### src/rtl/sdspi_perf_meter.sv
// rtl/sdspi_perf_meter.sv - cycle, SCLK-edge and CS-low counters with watchdog for one SD-SPI benchmark run
module sdspi_perf_meter #(
  parameter int CNT_WIDTH      = 32,
  parameter int TIMEOUT_CYCLES = 200000000
) (
  input  logic                 clk,
  input  logic                 rst,
  input  logic                 start,
  input  logic                 finish,
  input  logic                 sclk_in,
  input  logic                 cs_in,
  input  logic [1:0]           sel,
  output logic                 busy,
  output logic                 done,
  output logic                 timeout,
  output logic [CNT_WIDTH-1:0] cycle_count,
  output logic [CNT_WIDTH-1:0] sclk_count,
  output logic [CNT_WIDTH-1:0] cs_low_cycles,
  output logic [CNT_WIDTH-1:0] dout
);

  localparam logic [1:0] S_IDLE    = 2'd0;
  localparam logic [1:0] S_RUN     = 2'd1;
  localparam logic [1:0] S_DONE    = 2'd2;
  localparam logic [1:0] S_TIMEOUT = 2'd3;

  localparam logic [CNT_WIDTH-1:0] CNT_MAX       = '1;
  localparam logic [CNT_WIDTH:0]   TIMEOUT_LIMIT = (CNT_WIDTH+1)'(TIMEOUT_CYCLES);

  logic [1:0] state;
  logic       start_q;
  logic       sclk_q;
  logic       start_edge;
  logic       sclk_edge;
  logic       at_limit;

  // Counters hold at all-ones instead of wrapping.
  function automatic logic [CNT_WIDTH-1:0] sat_inc(input logic [CNT_WIDTH-1:0] v);
    return (v == CNT_MAX) ? v : v + CNT_WIDTH'(1);
  endfunction

  assign start_edge = start & ~start_q;
  assign sclk_edge  = sclk_in & ~sclk_q;
  // Widened compare so a limit of 2^CNT_WIDTH-1 cannot overflow the sum.
  assign at_limit   = ({1'b0, cycle_count} + (CNT_WIDTH+1)'(1)) == TIMEOUT_LIMIT;

  assign busy    = (state == S_RUN);
  assign done    = (state == S_DONE);
  assign timeout = (state == S_TIMEOUT);

  // Edge-detect history, run state machine and the three counters.
  always_ff @(posedge clk) begin
    if (rst) begin
      state         <= S_IDLE;
      start_q       <= 1'b0;
      sclk_q        <= 1'b0;
      cycle_count   <= '0;
      sclk_count    <= '0;
      cs_low_cycles <= '0;
    end else begin
      start_q <= start;
      sclk_q  <= sclk_in;
      case (state)
        S_RUN: begin
          cycle_count <= sat_inc(cycle_count);
          if (sclk_edge) sclk_count <= sat_inc(sclk_count);
          if (!cs_in)    cs_low_cycles <= sat_inc(cs_low_cycles);
          if (finish)        state <= S_DONE;
          else if (at_limit) state <= S_TIMEOUT;
        end
        default: begin
          if (start_edge) begin
            cycle_count   <= '0;
            sclk_count    <= '0;
            cs_low_cycles <= '0;
            state         <= S_RUN;
          end
        end
      endcase
    end
  end

  // Registered display word selected by sel.
  always_ff @(posedge clk) begin
    if (rst) begin
      dout <= '0;
    end else begin
      case (sel)
        2'd0:    dout <= cycle_count;
        2'd1:    dout <= sclk_count;
        2'd2:    dout <= cs_low_cycles;
        default: dout <= {{(CNT_WIDTH-3){1'b0}}, timeout, done, busy};
      endcase
    end
  end

endmodule

### config.mk
export PLATFORM = sky130hd
export DESIGN_NAME = sdspi_perf_meter
export DESIGN_NICKNAME = d
export VERILOG_FILES = /design/src/rtl/sdspi_perf_meter.sv
export SDC_FILE = /design/constraint.sdc
export NUM_CORES = 1
export LEC_CHECK = 0
export CORE_MARGIN = 2
export CORE_UTILIZATION = 56
export CTS_CLUSTER_SIZE = 24
export DETAILED_ROUTE_END_ITERATION = 10
export PLACE_DENSITY = 0.95
export SETUP_SLACK_MARGIN = 0.15
export SYNTH_ARGS = -nofsm -noshare
export SYNTH_HDL_FRONTEND = slang
export SYNTH_SLANG_ARGS = --single-unit
### constraint.sdc
create_clock -name clk -period 3.7 [get_ports clk]
set_input_delay 0.555 -clock clk [delete_from_list [all_inputs] [get_ports clk]]
set_output_delay 0.555 -clock clk [all_outputs]
set_load 0.01 [all_outputs]
# Word level (Yosys, flattened, before mapping)
# Index checks and enable logic that the tools add are counted.
# totals
latch_bits,0
inputBits,8
romBits,0
memories,0
reg_bits,132
output_inout_bits,131
elab_cells,50
mem_bits_rw,0
# classes
mux,14
bitwise,4
n_mul,0
n_eq_ne,15
add_sub_neg,4
div_mod_pow,0
n_lt_le_gt_ge,0
n_reduce_logical,6
n_shift,0
# op_table
cell,n
$mux 32,9
$add 32x1->32 const B,3
$eq 32x32->1 const B,3
$pmux 32 s3,1
$add 32x1->33 const B,1
$eq 33x28->1 const B,1
$mux 2,4
$ne 2x2->1 const B,4
$eq 2x2->1 const B,3
$reduce_and 3->1,2
$eq 2x1->1 const B,2
$reduce_and 2->1,2
$ne 3x2->1 const B,1
$and 1x1->1,2
$logic_not 2->1,1
$ne 2x1->1 const B,1
$not 1->1,2
$reduce_bool 2->1,1

# Logic depth before layout (Yosys ltp)
# Gate-level depths: netlist of the first run.
# depth
depth_word,5
ltp_mapped,10
mapped_depth_nobuf,8

# Least setup slack after synthesis of the first run
# OpenSTA, ideal clock, no wires.
# synth_timing
path_type,flip-flop to flip-flop
start,register cycle_count[0]
end,register cycle_count[18]
period_less_slack_ns,2.419
setup_slack_ns,1.281
setup_ns,0.069
t_required_ns,3.631
path_stages_with_launch,10
path_buffers,2
arrival_time_ns,2.350
path_cell_list,dfxtp_1 -> ha_1 -> nand4_1 -> or4_1 -> buf_2 -> or4_4 -> a21oi_4 -> buf_6 -> o21ai_2 -> a21oi_2
# synth_via
elab_chain_len,3
word_cells_on_any_way,6
cone_classes,add/sub: 1; eq/ne: 2; mux: 2; reduce/logical: 1
# synth_rtl
item,line_no,rtl
"start, declared",16,"output logic [CNT_WIDTH-1:0] cycle_count,"
"start signal, assigned",65,cycle_count <= sat_inc(cycle_count);
$add 32x1->32 or $eq 32x32->1 (tied branches),39,return (v == CNT_MAX) ? v : v + CNT_WIDTH'(1);
$mux 32 or $ne 2x2->1 (tied branches),-,
$mux 32 or $reduce_and 2->1 (tied branches),-,
# Parallel ways exist; a longest one is shown, timed or not. The select of a mux whose other input is x is not followed.
# A chain may end at the register's enable or synchronous reset.

# Worst setup path after layout of the first run
# layout_timing
start,register cycle_count[4]
end,register cycle_count[27]
# Same word-level chain as after synthesis.

==> flow_metrics.tcl, run 1 <==
set metrics [dict create \
    status "finished, final reports clean" \
    syn2layout_area_growth_pct 30.0 \
    dp_hpwl_mm 14.5 \
    ys_seq_elements 132 \
    dr.pass1.iters 6 \
    critPathLaunchType "register" \
    final_max_slew_viol_count 0 \
    clk_latency_ps 430 \
    min_period_ps 3040 \
    synth_top_area_share_pct 38.6 \
    die-area_um2 13100 \
    gp_congestion 0.994 \
    synth_common_cells "nor2_1 (149), dfxtp_1 (132), a21oi_1 (73)" \
    fin_ws_ps 663 \
    leakage_nw 3.11 \
    hp-class "reg -> reg" \
    postCtsHoldBufs 0 \
    worstSetupEndpointType "register" \
    io_pins 139 \
    cts_setup_buffers 0 \
    vias_per_cell 6.37 \
    cp_max_fo 17 \
    skew_ps 8.89 \
    finalSetupViolCount 0 \
    drive_above_1_share_pct 7.78 \
    htreeDepth 4 \
    die_y_um 115 \
    wl_per_cell_um 19.4 \
    crit_type "reg -> reg" \
    rows 40 \
    portBuffers 138 \
    fin_tns_setup_ps 0 \
    vias 7079 \
    powerDensity_nw_per_um2 397 \
    clockRootBuffer "clkbuf_16" \
    grt_pass1_vias 6272 \
    synth_top_cell_by_area "dfxtp_1" \
    synth_most_common_cell "nor2_1" \
    synth_edf_count 0 \
    drtIter0Drc 848 \
    finalPower_mw 3.53 \
    avgSynthCellArea_um2 8.11 \
    cts_buffers 17 \
    grt_overflow 0 \
    drcViolationCount 0 \
    start_util_pct 57.2 \
    rsz0062_at_grt "false" \
    fp.dieW_um 115 \
    post-route-period-util_pct 82.1 \
    ant_nets 0 \
    worstMarginPinSlew_ps 1040 \
    synth-main-ff-cell "dfxtp_1" \
    netlist_area_um2 6840 \
    max_slew_margin_pct 30.8 \
    maxCapViolations 0 \
    clk_path_buf_depth 2 \
    grt_use_total_pct 32.7 \
    grt_pass1_wl_mm 33.7 \
    path_clk_slew_ps 60 \
    syn_inst 843 \
    antenna_found_initial 0 \
    vdd_drop_max_mv 0.258 \
    synth.area.top_cells "dfxtp_1 (39%), nor2_1 (8.2%), a21oi_1 (5.3%)" \
    cp.required_ps 4060 \
    finalHoldViolations 0 \
    fin_area_um2 8890 \
    crit_arrival_ps 3400 \
    synth.distinct_cells 60 \
    place_area_um2 8220 \
    async_flop_share_pct 0 \
    nNetsFinal 962 \
    grt_max_degree 73 \
    dpl_worst_slack_ps 745 \
    coreArea_um2 12000 \
    yosysWarnings 0 \
    cts.sinks 132 \
    yosysSeqAreaShare_pct 38.6 \
    syn_nets 854 \
    tritoncts "done" \
    clock.fmax_ghz 0.329 \
    routed_wl_mm 21.6 \
    post_cts_resize_count 0 \
]
-- metrics by stage --
stage | utilization [%] | cells | hold slack, ps
after floorplan | - | 843 | 500
after global placement | 68.7 | 1079 | 504
after detailed placement | 68.7 | 1079 | 521
after CTS | 74.3 | 1111 | 530
after global routing | 74.3 | 1111 | 560
final | 74.3 | 1112 | 533
-- layout by cell type (no fill, tap or decap), types with 3 or more instances in the layout --
master           instances
and2_1                   9
nand4_1                 31
o21ai_0                 31
buf_4                   10
bufinv_16                5
nor3_1                  13
xor2_1                  40
a31oi_1                 10
and3_1                  20
a22oi_1                  3
xnor2_1                 21
clkinv_4                 5
or3_1                   17
nor2_1                 149
nor4_1                  10
mux4_2                   3
and4_1                  17
clkbuf_8                 3
inv_1                    8
nand3b_1                 5
nor3b_1                  3
nand2b_1                 5
nor2b_1                  6
nand3_1                 35
nand4b_1                 3
a21oi_1                 73
clkdlybuf4s50_1        136
ha_1                     3
nand2_1                 51
dfxtp_1                132
mux2i_1                 31
a311oi_1                 6
nor4b_1                  3
a21oi_2                  6
a31o_2                   3
clkbuf_16               17
o21ai_2                  6
-- cell type report --
cell class / count / area [um^2]
multi-input cells: 644 / 3920
fillers: 788 / 3070
flip-flops and latches: 132 / 2640
repair buffers: 148 / 1450
clock buffers: 21 / 470
clock inverters: 11 / 199
well taps: 147 / 184
inverters: 8 / 30.0
diodes: 1 / 2.50
-- cell families (layout without fill, tap and decap cells) --
group           Yosys count  after routing  share of synthesized area [%]
compound gates          155            155                           13.9
xor+xnor                 61             61                           7.81
fa+ha+maj                 3              3                          0.549
buf+inv                  67            188                           4.15
flops                   132            132                           38.6
mux                      34             34                           5.53
other cells               0              1                              0
simple gates            391            391                           29.4
-- registers in the layout, summed over array words and instances (netlist names) --
name	cells
cs_low_cycles	32
cycle_count	32
dout	32
sclk_count	32
sclk_q	1
start_q	1
state	2
-- layer usage --
layer / vias up / routed length [um] / GRT usage, %
met5: - / 0 / 0
met4: 0 / 734 / 13.8
met3: 80 / 2250 / 7.73
met2: 494 / 9860 / 51.0
met1: 3304 / 8730 / 43.5
li1: 3201 / - / -
-- power by group --
| group | switching [mW] | total (mW) | internal (mW) |
|---|---|---|---|
| combinational | 0.143 | 0.200 | 0.0570 |
| clock | 0.644 | 1.90 | 1.25 |
| sequential | 0.00848 | 1.44 | 1.43 |
| total | 0.795 | 3.53 | 2.74 |
-- worst paths after layout --
kind                        from               to  slack [ps]  cells past startpoint
hold reg to reg         state[0]         state[0]         530                      2
setup reg to reg  cycle_count[4]  cycle_count[27]         660                      7
setup / recovery  cycle_count[4]  cycle_count[27]         660                      7
hold / removal          state[0]         state[0]         530                      2
-- critical path: stages (launching register included) --
cell	delay, ps
dfxtp_1	630
nand4_4	210
or4_1	710
or4_4	490
a21oi_4	510
o21ai_0	200
o31a_1	130
nor2_1	80
No activity file was read; power rests on OpenSTA's default activity.
==> run 2: changes to the inputs <==
CORE_UTILIZATION = 52   (was 56)
PLACE_DENSITY = 0.91   (was 0.95)
clock period = 3 ns   (was 3.7 ns; I/O delays follow)
==> run 2 against run 1 <==
Against the previous run: maximum frequency up 11%; sequential share of layout area down 0.24 points; cell area up 1.1%; worst setup slack worse by 410 ps; non-clock buffer count up 22; register-to-register slack worse by 410 ps; sequential cell count unchanged; total power up 14%; cell count up 4.1%; clock skew up 3.2 ps; critical path type unchanged; largest cell class unchanged.
==> flow_metrics.tcl, run 2 (synthesis gave the netlist of run 1 again) <==
set metrics [dict create \
    tritoncts "done" \
    drive_above_1_share_pct 10.3 \
    cts_setup_buffers 0 \
    hp-class "reg -> reg" \
    clk_latency_ps 420 \
    worstHoldPathCells 2 \
    finalPower_mw 4.02 \
    fp.dieW_um 119 \
    layout.cells.most_common_list "nor2_1 (149), clkdlybuf4s50_1 (136), dfxtp_1 (126), a21oi_1 (73), nand2_1 (51)" \
    vdd_drop_max_mv 0.318 \
    worstMarginPinSlew_ps 1190 \
    vias_per_cell 6.22 \
    dpl_worst_slack_ps 184 \
    finalSetupViolCount 0 \
    antenna-diode-count 0 \
    die_y_um 119 \
    grt_use_total_pct 30.3 \
    grt_pass1_vias 6561 \
    portBuffers 138 \
    routed_wl_mm 21.9 \
    io_pins 139 \
    clock.fmax_ghz 0.365 \
    status "finished, final reports clean" \
    nNetsFinal 984 \
    path_clk_slew_ps 60 \
    ant_nets 0 \
    cts_buffers 17 \
    clk_path_buf_depth 2 \
    register_area_um2 2650 \
    gp_congestion 1.01 \
    antenna_found_initial 0 \
    clockRootBuffer "clkbuf_16" \
    leakage_nw 3.18 \
    maxCapViolations 0 \
    post-route-period-util_pct 91.4 \
    post_cts_resize_count 0 \
    finalHoldViolations 0 \
    postCtsHoldBufs 0 \
    ff2ff_setup_slack_ps 260 \
    max_slew_margin_pct 20.3 \
    rows 41 \
    mostFrequentLayoutCell "nor2_1" \
    fin_tns_setup_ps 0 \
    num-fill-cells 956 \
    r2r-start "cycle_count[0]" \
    dp_hpwl_mm 15.3 \
    final_util_pct 70.7 \
    cp.required_ps 3330 \
    fin_ws_ps 257 \
    multi_input_area_um2 3920 \
    syn2layout_area_growth_pct 31.5 \
    min_period_ps 2740 \
    drcViolationCount 0 \
    worstSetupEndpointType "register" \
    critPathLaunchType "register" \
    die-area_um2 14100 \
    crit_arrival_ps 3080 \
    dr.pass1.iters 6 \
    crit_type "reg -> reg" \
    r2r-end "cycle_count[13]" \
    cp_max_fo 9 \
    final_max_slew_viol_count 0 \
    vias 7204 \
    rsz0062_at_grt "false" \
    wl_per_cell_um 18.9 \
    cts.sinks 132 \
    min_from "sclk_count[30]" \
    r2r_cells 8 \
    grt_overflow 0 \
    min_to "sclk_count[30]" \
    htreeDepth 4 \
    coreArea_um2 12700 \
    drtIter0Drc 941 \
    skew_ps 12.1 \
    grt_max_degree 74 \
    start_util_pct 53.7 \
    powerDensity_nw_per_um2 447 \
    grt_pass1_wl_mm 34.3 \
]
[run 2: cell types whose count changed in the layout (fill, tap and decap cells not counted), sizes merged]
cell	before	now
clkbuf	21	22
inv	8	10
bufinv	5	1
clkinvlp	0	1
buf	12	34
diode	1	0
[run 2: how the worst max path moves through the flow]
stage                     depth (start not counted)            from  slack (ps)         endpoint
after CTS                                         8  cycle_count[0]         150  cycle_count[13]
after global routing                              8  cycle_count[0]         160  cycle_count[13]
after detailed placement                          8  cycle_count[0]         180  cycle_count[13]
final                                             8  cycle_count[0]         260  cycle_count[13]
after global placement                            7  cycle_count[7]         340  cycle_count[13]
after floorplan                                   9  cycle_count[0]         580  cycle_count[18]
[run 2: stage by stage]
| step | hold slack (ps) | cells | instance area [um^2] |
|---|---|---|---|
| finish | 533 | 1158 | 8990 |
| global route | 566 | 1158 | 8990 |
| detailed placement | 515 | 1126 | 8420 |
| global placement | 496 | 1126 | 8420 |
| floorplan | 500 | 843 | 6840 |
| CTS | 525 | 1158 | 8980 |
[run 2: critical path: stages, from the launching register on]
cell and delay, ps:
dfxtp_2 430, ha_2 280, nand4_1 100, or4_1 560, or4_4 490, a21oi_4 290
buf_4 260, o21ai_0 110, a21oi_1 140
[run 2: final cells by class]
cell class / count / area share [%]
timing repair buffer: 170 / 17.9
clock inverter: 10 / 1.11
inverter: 8 / 0.334
tap: 172 / 2.39
clock buffer: 22 / 5.16
sequential: 132 / 29.5
multi-input combinational: 644 / 43.6
[run 2: routing by layer]
metal / vias up / wire length, um / global-route usage [%]
met5: - / 0 / 0
met4: 0 / 729 / 12.8
met3: 76 / 2510 / 7.82
met2: 507 / 10100 / 47.6
met1: 3370 / 8540 / 39.3
li1: 3251 / - / -
[run 2: report_power, final]
| group | switching [mW] | internal, mW |
|---|---|---|
| sequential | 0.0106 | 1.76 |
| combinational | 0.176 | 0.0737 |
| clock | 0.804 | 1.19 |
==> run 3: changes to the inputs <==
ABC_AREA = 1   (was default)
CORE_UTILIZATION = 53   (was 52)
MAX_ROUTING_LAYER = met4   (was default)
==> run 3 against run 2 <==
Against the previous run: critical endpoint is now state[1]; worst setup slack better by 200 ps; sequential share of layout area is 1.8 points lower; combinational power is 100% higher; critical path type unchanged; clock skew is 1.3 ps higher; wire length is 22% higher; highest routed layer unchanged; maximum frequency is 7.9% higher; total power is 10% higher; die area is 5.9% higher; critical path depth is 8 higher.
==> flow_metrics.tcl, run 3 <==
set metrics [dict create \
    rows 43 \
    synth_top_family_by_area "simple AND/OR/NAND/NOR gates" \
    num-fill-cells 1242 \
    gp_congestion 1.01 \
    vias 8676 \
    syn_inst 1168 \
    die_y_um 122 \
    start_util_pct 53.7 \
    cts_setup_buffers 0 \
    dp_hpwl_mm 19.5 \
    routed_wl_mm 26.6 \
    io_pins 139 \
    synth_mux_area_share_pct 0 \
    swShare_pct 28.2 \
    yosysSeqAreaShare_pct 35.7 \
    coreArea_um2 13800 \
    yosysWarnings 0 \
    synth.area.top_cells "dfxtp_1 (36%), nand2_1 (17%), inv_1 (7.2%)" \
    mostFrequentLayoutCell "nand2_1" \
    nNetsFinal 1315 \
    antenna-diode-count 0 \
    worstMarginPinSlew_ps 1010 \
    synth_top_area_share_pct 35.7 \
    grt_max_degree 36 \
    critPathLaunchType "register" \
    p_seq_share_pct 41.6 \
    ys_seq_elements 132 \
    clk_latency_ps 430 \
    fp.dieW_um 122 \
    post-route-period-util_pct 84.7 \
    max_slew_margin_pct 32.8 \
    p_comb_share_pct 11.3 \
    finalSetupViolCount 0 \
    layout.cells.most_common_list "nand2_1 (332), inv_1 (141), nor2_1 (139), clkdlybuf4s50_1 (137), dfxtp_1 (132)" \
    tritoncts "done" \
    status "finished, final reports clean" \
    synth_most_common_cell "nand2_1" \
    avgSynthCellArea_um2 6.33 \
    antenna_found_initial 0 \
    post_cts_resize_count 0 \
    finalHoldViolations 0 \
    hp-class "in -> reg" \
    synth.distinct_cells 43 \
    leakage_nw 3.47 \
    crit_arrival_ps 2840 \
    syn2layout_area_growth_pct 29.2 \
    ant_nets 0 \
    grt_overflow 0 \
    multi_input_area_um2 4030 \
    cp_max_fo 7 \
    clockRootBuffer "clkbuf_16" \
    drcViolationCount 0 \
    busiest_layer "met2" \
    syn_nets 1179 \
    portBuffers 138 \
    netlist_area_um2 7390 \
    p_sw_mw 1.25 \
    synthSimpleGateAreaFrac_pct 37.6 \
    async_flop_share_pct 0 \
    grt_pass1_wl_mm 41.0 \
    synth_compound_area_share_pct 14.9 \
    internal_power_mw 3.18 \
    grt_pass1_vias 7592 \
    final_max_slew_viol_count 0 \
    wl_per_cell_um 17.8 \
    path_clk_slew_ps 60 \
    finalPower_mw 4.43 \
    htreeDepth 4 \
    cts.sinks 132 \
    skew_ps 13.4 \
    vias_per_cell 5.80 \
    met2_usage_pct 54.6 \
    grt_use_met1_pct 50.5 \
    rsz0062_at_grt "false" \
    drtIter0Drc 1258 \
    synth_common_cells "nand2_1 (332), inv_1 (141), nor2_1 (140)" \
    postCtsHoldBufs 0 \
    register_area_um2 2640 \
    synth_edf_count 0 \
    min_period_ps 2540 \
    worstSetupEndpointType "register" \
    powerDensity_nw_per_um2 464 \
    drive_above_1_share_pct 6.23 \
    clk_path_buf_depth 2 \
    synth-main-ff-cell "dfxtp_1" \
    clkPwrFrac_pct 47.1 \
    met3_usage_pct 6.46 \
    synth_fa_ha_area_share_pct 0.508 \
    dr.pass1.iters 9 \
    fin_tns_setup_ps 0 \
    cts_buffers 17 \
    die-area_um2 14900 \
    crit_type "reg -> reg" \
    maxCapViolations 0 \
    synth_top_cell_by_area "dfxtp_1" \
    cp.required_ps 3300 \
    vdd_drop_max_mv 0.446 \
    clock.fmax_ghz 0.393 \
    synthXorXnorAreaFrac_pct 1.54 \
    grt_use_total_pct 36.8 \
]
-- run 3: worst max-delay path, cell delays in order, from the launching register on --
cell	delay, ps
dfxtp_1	460
ha_1	310
nand2_2	110
nor2_4	160
nand2_4	130
nor2_4	180
nand2_1	80
nand2_1	60
nand2_1	80
inv_1	60
nand3_1	80
nor2_1	240
nand3_1	150
nand2_2	120
nand2_1	80
nand2_1	60
a21oi_1	50
-- run 3: layer usage --
metal,vias to the layer above,wire length (um)
met1,3914,10900
li1,4082,-
met2,592,11800
met3,88,3060
met5,-,0
met4,0,792
-- run 3: final timing paths --
check,startpoint,to,slack (ps),depth (start not counted)
worst max-delay path,cycle_count[0],state[1],460,16
worst min-delay path,rst,cs_low_cycles[1],480,2
worst max register to register,cycle_count[0],state[1],460,16
worst min register to register,state[1],state[1],490,2
-- run 3: cell type report --
class,count,area share [%]
inverters,146,5.74
flip-flops and latches,132,27.7
well taps,180,2.36
clock inverters,13,1.59
repair buffers,157,15.9
multi-input cells,850,42.2
clock buffers,19,4.53
-- run 3: cells by family (layout without fill, tap and decap cells) --
group | count (synthesis) | after routing
buffers and inverters | 186 | 335
AND/OR/NAND/NOR | 637 | 637
adder cells (fa/ha/maj) | 3 | 3
flip-flops | 132 | 132
XOR/XNOR | 13 | 13
AO/OA/AOI/OAI | 197 | 197
-- run 3: per-stage QoR --
stage | cell area (um^2) | hold WS [ps] | setup WS, ps | utilization, % | cells
finish | 9550 | 485 | 458 | 69.3 | 1497
global route | 9550 | 500 | 260 | 69.3 | 1497
CTS | 9550 | 474 | 537 | 69.3 | 1497
detailed placement | 8970 | 475 | 412 | 65.1 | 1465
global placement | 8970 | 458 | 468 | 65.1 | 1465
floorplan | 7390 | 452 | 964 | - | 1168
-- run 3: power by group through the flow --
stage	Sequential (mW)	Combinational [mW]	Clock [mW]
detailed placement	1.88	0.481	0
global route	1.85	0.537	2.14
CTS	1.84	0.486	2.08
finish	1.85	0.499	2.09
global placement	1.88	0.475	0
floorplan	1.88	0.289	0
